==> src/rtl/expr_char_tx.sv <==
// expr_char_tx: serialises a loaded operand/operator list as an ASCII expression stream (digit (op digit)*).
// Define EXPR_CHAR_TX_EVAL_EN to also evaluate the expression ('*' before '+') into result.
module expr_char_tx #(
  parameter int MAX_TERMS = 8,
  parameter int CNT_W = 4,
  parameter int VAL_W = 16
) (
  input  logic                   clk,
  input  logic                   rst,
  input  logic                   start,
  input  logic [4*MAX_TERMS-1:0] operands,
  input  logic [MAX_TERMS-2:0]   ops,
  input  logic [CNT_W-1:0]       num_terms,
  output logic                   busy,
  output logic                   load_err,
  output logic [7:0]             out_data,
  output logic                   out_valid,
  input  logic                   out_ready,
  output logic                   out_last,
  output logic                   done,
  output logic [VAL_W-1:0]       result,
  output logic                   result_valid
);
  localparam int N = 1 << CNT_W;
  typedef enum logic [1:0] {IDLE, DIGIT, OP, DONE} state_t;
  state_t state, state_n;
  logic [CNT_W-1:0] idx, num_r;
  // Latched lists are padded to the full index range so idx selects need no range guard.
  logic [4*N-1:0] opd_r;
  logic [N-1:0] ops_r;
  logic ok, xfer, last, load;
  logic [3:0] dig;
  always_comb begin
    ok = num_terms != '0 && int'(num_terms) <= MAX_TERMS;
    for (int i = 0; i < MAX_TERMS; i++)
      if (i < int'(num_terms) && operands[4*i +: 4] > 4'd9) ok = 1'b0;
  end
  always_comb begin
    dig = opd_r[{idx, 2'b00} +: 4];
    last = idx == num_r - CNT_W'(1);
    out_valid = state == DIGIT || state == OP;
    busy = out_valid;
    done = state == DONE;
    out_last = state == DIGIT && last;
    out_data = state == DIGIT ? 8'h30 + {4'h0, dig} : state == OP ? (ops_r[idx] ? 8'h2A : 8'h2B) : 8'h00;
    xfer = out_valid && out_ready;
    load = state == IDLE && start && ok;
    state_n = state == IDLE ? (load ? DIGIT : IDLE) :
              state == DIGIT ? (xfer ? (last ? DONE : OP) : DIGIT) :
              state == OP ? (xfer ? DIGIT : OP) : IDLE;
  end
  always_ff @(posedge clk or posedge rst)
    if (rst) begin
      state <= IDLE;
      load_err <= 1'b0;
      idx <= '0;
      num_r <= '0;
      opd_r <= '0;
      ops_r <= '0;
    end else begin
      state <= state_n;
      load_err <= state == IDLE && start && !ok;
      if (load) begin
        idx <= '0;
        num_r <= num_terms;
        opd_r <= (4*N)'(operands);
        ops_r <= N'(ops);
      end else if (state == OP && xfer) idx <= idx + CNT_W'(1);
    end
`ifdef EXPR_CHAR_TX_EVAL_EN
  logic [VAL_W-1:0] sum, prod, sum_n, prod_n, d, res;
  logic mul;
  // The operator preceding digit idx is ops[idx-1]; digit 0 is preloaded into prod.
  always_comb begin
    d = VAL_W'(dig);
    mul = ops_r[idx - CNT_W'(1)];
    sum_n = idx != '0 && !mul ? sum + prod : sum;
    prod_n = idx == '0 ? prod : mul ? prod * d : d;
  end
  always_ff @(posedge clk or posedge rst)
    if (rst) begin
      sum <= '0;
      prod <= '0;
      res <= '0;
    end else if (load) begin
      sum <= '0;
      prod <= VAL_W'(operands[3:0]);
    end else if (state == DIGIT && xfer) begin
      sum <= sum_n;
      prod <= prod_n;
      if (last) res <= sum_n + prod_n;
    end
  assign result = res;
  assign result_valid = done;
`else
  assign result = '0;
  assign result_valid = 1'b0;
`endif
endmodule
==> config.mk <==
export PLATFORM = sky130hd
export DESIGN_NAME = expr_char_tx
export DESIGN_NICKNAME = d
export VERILOG_FILES = /design/src/rtl/expr_char_tx.sv
export SDC_FILE = /design/constraint.sdc
export NUM_CORES = 1
export LEC_CHECK = 0
export CORE_MARGIN = 5
export CORE_UTILIZATION = 25
export CTS_BUF_LIST = sky130_fd_sc_hd__clkbuf_4 sky130_fd_sc_hd__clkbuf_8 sky130_fd_sc_hd__clkbuf_16
export DETAILED_ROUTE_END_ITERATION = 8
export PLACE_DENSITY = 0.56
export SLEW_MARGIN = 20
export SYNTH_ARGS = -nofsm -noshare
export SYNTH_HDL_FRONTEND = slang
export SYNTH_SLANG_ARGS = --single-unit
==> constraint.sdc <==
create_clock -name clk -period 1.8 [get_ports clk]
set_clock_uncertainty 0.05 [all_clocks]
set_input_delay 0.18 -clock clk [delete_from_list [all_inputs] [get_ports clk]]
set_output_delay 0.18 -clock clk [all_outputs]
set_load 0.02 [all_outputs]
## Word level (Yosys, flattened, before mapping)

Cells that the tools add are included.

- Input port bits: 47
- Logic and storage cells: 74
- Bits in registers: 50
- Output and inout bits: 30

- Muxes and demuxes: 22
- Shift-type cells: 1
- $lt $le $gt $ge: 18
- Reduce and logical (&&, ||, !) cells: 20
- $add $sub $neg: 3
- Equal/unequal tests: 4

Operators with widths:

| kind | count |
|---|---|
| $shiftx A64 B7 Y4 | 1 |
| $gt A4 B4 Y1 const B | 8 |
| $lt A3 B4 Y1 const A | 4 |
| $logic_and A1 B1 Y1 | 15 |
| $mux W1 | 12 |
| $mux W2 | 5 |
| $lt A1 B4 Y1 const A | 2 |
| $lt A2 B4 Y1 const A | 2 |
| $mux W4 | 2 |
| $add A6 B4 Y7 const A | 1 |
| $mux W7 | 1 |
| $mux W6 | 1 |
| $lt A4 B5 Y1 const B | 1 |
| $add A4 B1 Y4 const B | 1 |
| $bmux W1 S4 | 1 |
| $eq A2 B2 Y1 const B | 2 |
| $eq A4 B4 Y1 | 1 |
| $le A4 B4 Y1 const B | 1 |
| $reduce_bool A4 Y1 | 1 |
| $sub A4 B1 Y4 const B | 1 |
| $eq A2 B1 Y1 const B | 1 |
| $logic_not A2 Y1 | 1 |
| $reduce_bool A2 Y1 | 1 |
| $logic_not A1 Y1 | 1 |
| $logic_or A1 B1 Y1 | 1 |

## Logic depth before layout (Yosys ltp)

- Word-level depth: 13
- Gate-level depth with buffers: 7
- Mapped depth without buffers: 7

## Worst setup path before layout

No wires, ideal clock.

- Path kind: register to register
- Start: register state[1]
- End: register state[0]
- Slack: -0.660 ns
- Stages on the path, launching flop included: 7
- Arrival time: 2.330 ns
- Period minus slack after synthesis: 2.460 ns
- Path through: dfrtp_1 inv_1 ha_1 o211ai_1 a2111oi_0 nor2_1 o21bai_1

- Word-level cells in the longest chain between the ends: 7
- Elaborated cells between the ends (all ways): 13

Ends and longest elaborated chain:

| element | RTL line | text |
|---|---|---|
| from (decl) | 26 | `state_t state, state_n;` |
| from (signal assigned) | 61 | `state <= state_n;` |
| $eq A2 B1 Y1 / $eq A2 B2 Y1 (equally long branches) | 41, 49, 50 |  |
| $logic_or A1 B1 Y1 | 41 | `out_valid = state == DIGIT \|\| state == OP;` |
| $logic_and A1 B1 Y1 | 46 | `xfer = out_valid && out_ready;` |
| $mux W2 (2 in a row) | 50 | `state == OP ? (xfer ? DIGIT : OP) : IDLE;` |
| $mux W2 | 49 | `state == DIGIT ? (xfer ? (last ? DONE : OP) : DIGIT) :` |
| $mux W2 * | 48 | `state_n = state == IDLE ? (load ? DIGIT : IDLE) :` |
| named net state_n[0] | 26 |  |

The timed path passes the listed nets; every way through them passes the cells marked *.
A chain may end at the register's enable or synchronous reset.

## Worst setup path in the final report

- Start: register idx[0]
- End: output port out_data[1]

- Word-level cells in the longest chain between the ends: 3

Ends and longest elaborated chain:

| element | RTL line | text |
|---|---|---|
| from (decl) | 27 | `logic [CNT_W-1:0] idx, num_r;` |
| from (signal assigned) | 68 | `end else if (state == OP && xfer) idx <= idx + CNT_W'(1);` |
| $shiftx A64 B7 Y4 | 39 | `dig = opd_r[{idx, 2'b00} +: 4];` |
| $add A6 B4 Y7 | 45 | `out_data = state == DIGIT ? 8'h30 + {4'h0, dig} : state == OP ? (ops_r[idx] ? 8'h2A : 8'h2B) : 8'h00;` |
| $mux W7 | 45 |  |
| to (decl) | 16 | `output logic [7:0] out_data,` |

Every way passes these cells.

==> insert_results.sql <==
INSERT INTO impl_metrics (metric_group, metric, value, unit) VALUES
('synth', 'sequential_element_share_of_the_synthesized_area', '46.4', '%'),
('floorplanning', 'die-area', '13000', 'sq um'),
('final_layout', 'final_layout_size_suffix_gt1_share', '45.6', '%'),
('placed_design', 'place_congestion', '0.790', ''),
('synth', 'synth_cell_types', '34', ''),
('synth', 'muxShareOfSynthArea', '27.7', '%'),
('sta', 'max_freq', '466', 'MHz'),
('critical_path', 'critical-path-slowest-cell', 'sky130_fd_sc_hd__mux4_2', ''),
('power_and_ir_drop', 'p_per_area', '924', 'nW/um^2'),
('synth', 'yosys.area_share.simple', '3.90', '%'),
('final_layout', 'insertedDiodeCount', '0', ''),
('clocking', 'ctsRootBufferMaster', 'sky130_fd_sc_hd__clkbuf_8', ''),
('sta', 'hold_violations', '0', ''),
('synth', 'mean_instance_size_in_the_synthesized_netlist', '12.6', 'sq um'),
('critical_path', 'worstRegToRegCells', '7', ''),
('sta', 'final_period_minus_worst_setup_slack', '2.15', 'ns'),
('placed_design', 'dpl_worst_slack', '-0.630', 'ns'),
('synth', 'netlist_top_cells_count', 'sky130_fd_sc_hd__dfrtp_1 (50), sky130_fd_sc_hd__mux2_2 (28), sky130_fd_sc_hd__buf_4 (22)', ''),
('min_path', 'worst_hold_path.num_cells', '2', ''),
('critical_path', 'cp_cell_sequence', 'buf_12, mux4_2, mux2i_2, o21ai_1, buf_2', ''),
('critical_path', 'r2r-start', 'state[0]', ''),
('clocking', 'tritoncts', 'yes', ''),
('critical_path', 'reg2reg_slack', '-0.07', 'ns'),
('min_path', 'hold_path_startpoint', 'operands[5]', ''),
('route', 'drt_drc_violations_left', '0', ''),
('synth', 'synth.cell_area', '2690', 'sq um'),
('synth', 'postSynthRegisterBits', '50', ''),
('route', 'antenna_left', '0', ''),
('synth', 'netlist_top_cells_area', 'sky130_fd_sc_hd__dfrtp_1 (46%), sky130_fd_sc_hd__mux2_2 (12%), sky130_fd_sc_hd__mux4_2 (7.5%)', ''),
('sta', 'setup_viol_count_final', '41', ''),
('global_routing', 'globalRouteOverflowTotal', '0', ''),
('sta', 'slew_headroom', '66.5', '%'),
('floorplanning', 'core_area', '10700', 'sq um'),
('critical_path', 'critical_path.endpoint_type', 'output port', ''),
('route', 'num_vias', '2049', ''),
('synth', 'synth-xor-area-share', '2.60', '%'),
('floorplanning', 'core.rowCount', '38', ''),
('synth', 'synth-edff-count', '0', ''),
('placed_design', 'post_dp_cell_area', '3690', 'sq um'),
('placed_design', 'place.detailed.hpwl', '5320', 'um'),
('critical_path', 'worstPathBufferInverterCount', '2', ''),
('sta', 'final.hold.worst_slack', '0.0862', 'ns'),
('clocking', 'number_of_buffers_on_the_longest_clock_path', '2', ''),
('floorplanning', 'floorplan.die.height', '114', 'um'),
('route', 'number_of_drc_violations_after_detailed_routing_iteration_0', '56', ''),
('route', 'detail_route.vias_per_cell', '4.45', ''),
('synth', 'synth_top_area_share', '46.4', '%'),
('synth', 'synth_largest_area_cell', 'sky130_fd_sc_hd__dfrtp_1', ''),
('route', 'dr.pass1.iters', '4', ''),
('run_status', 'status', 'complete, but fails checks', ''),
('final_layout', 'syn_to_final_growth', '56.8', '%'),
('sta', 'worst-slew-pin-transition', '0.501', 'ns'),
('synth', 'ys_async_sr_fraction', '100', '%'),
('clocking', 'holdBufCountCts', '0', ''),
('clocking', 'cts.clk_slew.worst_paths', '0.09', 'ns'),
('route', 'postRouteWirelength', '7400', 'um'),
('synth', 'post_synth_fa_ha_maj_area_fraction', '2.79', '%'),
('synth', 'synth_top_family_by_area', 'multiplexers', ''),
('clocking', 'clock_latency', '0.30', 'ns'),
('synth', 'synth_ff_type', 'sky130_fd_sc_hd__dfrtp_1', ''),
('global_routing', 'vias_in_the_first_global_route', '2129', ''),
('critical_path', 'cp_max_fo', '6', ''),
('sta', 'fin_ws', '-0.346', 'ns'),
('final_layout', 'numnets_final', '373', ''),
('route', 'routed_length_per_placed_instance', '16.1', 'um'),
('final_layout', 'finish.instance_area', '4220', 'sq um'),
('floorplanning', 'die_width', '114', 'um'),
('run_status', 'violations', 'negative setup slack', ''),
('global_routing', 'grt_util_all_layers', '11.0', '%'),
('clocking', 'cts_sinks', '50', ''),
('synth', 'postSynthCellCount', '213', '');
==> metal layers <==
metal,wire length (um),vias up,GRT usage [%]
met2,3500,67,18.1
met3,378,7,2.39
met4,66,0,2.30
met5,0,-,0
li1,-,941,-
met1,3460,1034,14.9
==> worst register-to-register path, stage by stage, from the launching register on <==
cell,delay (ns)
sky130_fd_sc_hd__dfrtp_1,0.42
sky130_fd_sc_hd__inv_2,0.09
sky130_fd_sc_hd__ha_4,0.14
sky130_fd_sc_hd__nand2_4,0.06
sky130_fd_sc_hd__a211oi_4,0.33
sky130_fd_sc_hd__buf_6,0.21
sky130_fd_sc_hd__clkbuf_16,0.16
sky130_fd_sc_hd__mux2_4,0.29
==> cell usage in the layout, fill, tap and decap left out, types with 6 or more instances in the layout <==
master / instances
sky130_fd_sc_hd__dfrtp_1: 49
sky130_fd_sc_hd__conb_1: 19
sky130_fd_sc_hd__clkdlybuf4s15_1: 6
sky130_fd_sc_hd__dlygate4sd2_1: 17
sky130_fd_sc_hd__clkdlybuf4s50_1: 26
sky130_fd_sc_hd__buf_4: 42
sky130_fd_sc_hd__clkbuf_8: 6
sky130_fd_sc_hd__mux2_2: 6
sky130_fd_sc_hd__nor2_1: 11
sky130_fd_sc_hd__mux2_4: 36
sky130_fd_sc_hd__mux4_2: 9
==> through the flow <==
stage / util (%) / total power (W) / instances / setup TNS [ns]
2_1_floorplan: - / 0.00236 / 231 / -0.0461
3_5_place_dp: 34.5 / 0.00278 / 439 / -30.52
4_1_cts: 37.6 / 0.00371 / 456 / -1.78
3_3_place_gp: 34.5 / 0.00274 / 439 / -29.53
5_1_grt: 39.5 / 0.00410 / 460 / -6.05
6_report: 39.5 / 0.00390 / 460 / -3.46
==> worst max path at each step <==
stage	startpoint	end	slack (ns)	depth (start not counted)
global placement	num_terms[3]	ops_r[1]	-0.60	6
finish	idx[0]	out_data[1]	-0.35	5
CTS	idx[0]	out_data[3]	-0.36	5
floorplan	num_r[0]	state[0]	-0.05	7
detailed placement	num_terms[3]	opd_r[18]	-0.63	6
global route	idx[0]	out_data[3]	-0.44	5
==> registers in the layout (all words and copies together), names as in the netlist <==
| name | count |
|---|---|
| ops_r | 7 |
| num_r | 4 |
| opd_r | 32 |
| load_err | 1 |
| idx | 4 |
| state | 2 |
==> layout make-up <==
cell class	count	area [sq um]	area share (%)
clock buffers	6	82.6	1.95
inverters	7	26.3	0.622
clock inverters	1	30.0	0.711
flip-flops and latches	50	1250	29.7
repair buffers	113	1130	26.7
multi-input cells	143	1530	36.2
well taps	140	175	4.15
==> kinds of logic after synthesis <==
kind of cell,Yosys count
mux,58
flops,50
buf+inv,38
compound gates,29
simple gates,23
xor+xnor,8
fa+ha+maj,6
other cells,1
==> where the power goes <==
group / internal, W / leakage [nW] / total (W) / switching, W
Combinational: 0.000918 / 1.22 / 0.00140 / 0.000484
Sequential: 0.00147 / 0.621 / 0.00169 / 0.000216
Clock: 0.000445 / 0.0573 / 0.000813 / 0.000368
==> what timing repair did <==
item	4_1_cts	5_1_grt
cloned	4	3
gates resized for setup	88	51
setup endpoints to repair	58	48
buffers inserted	6	3
pin swaps	16	11
Power figures use the tool's default switching activity.
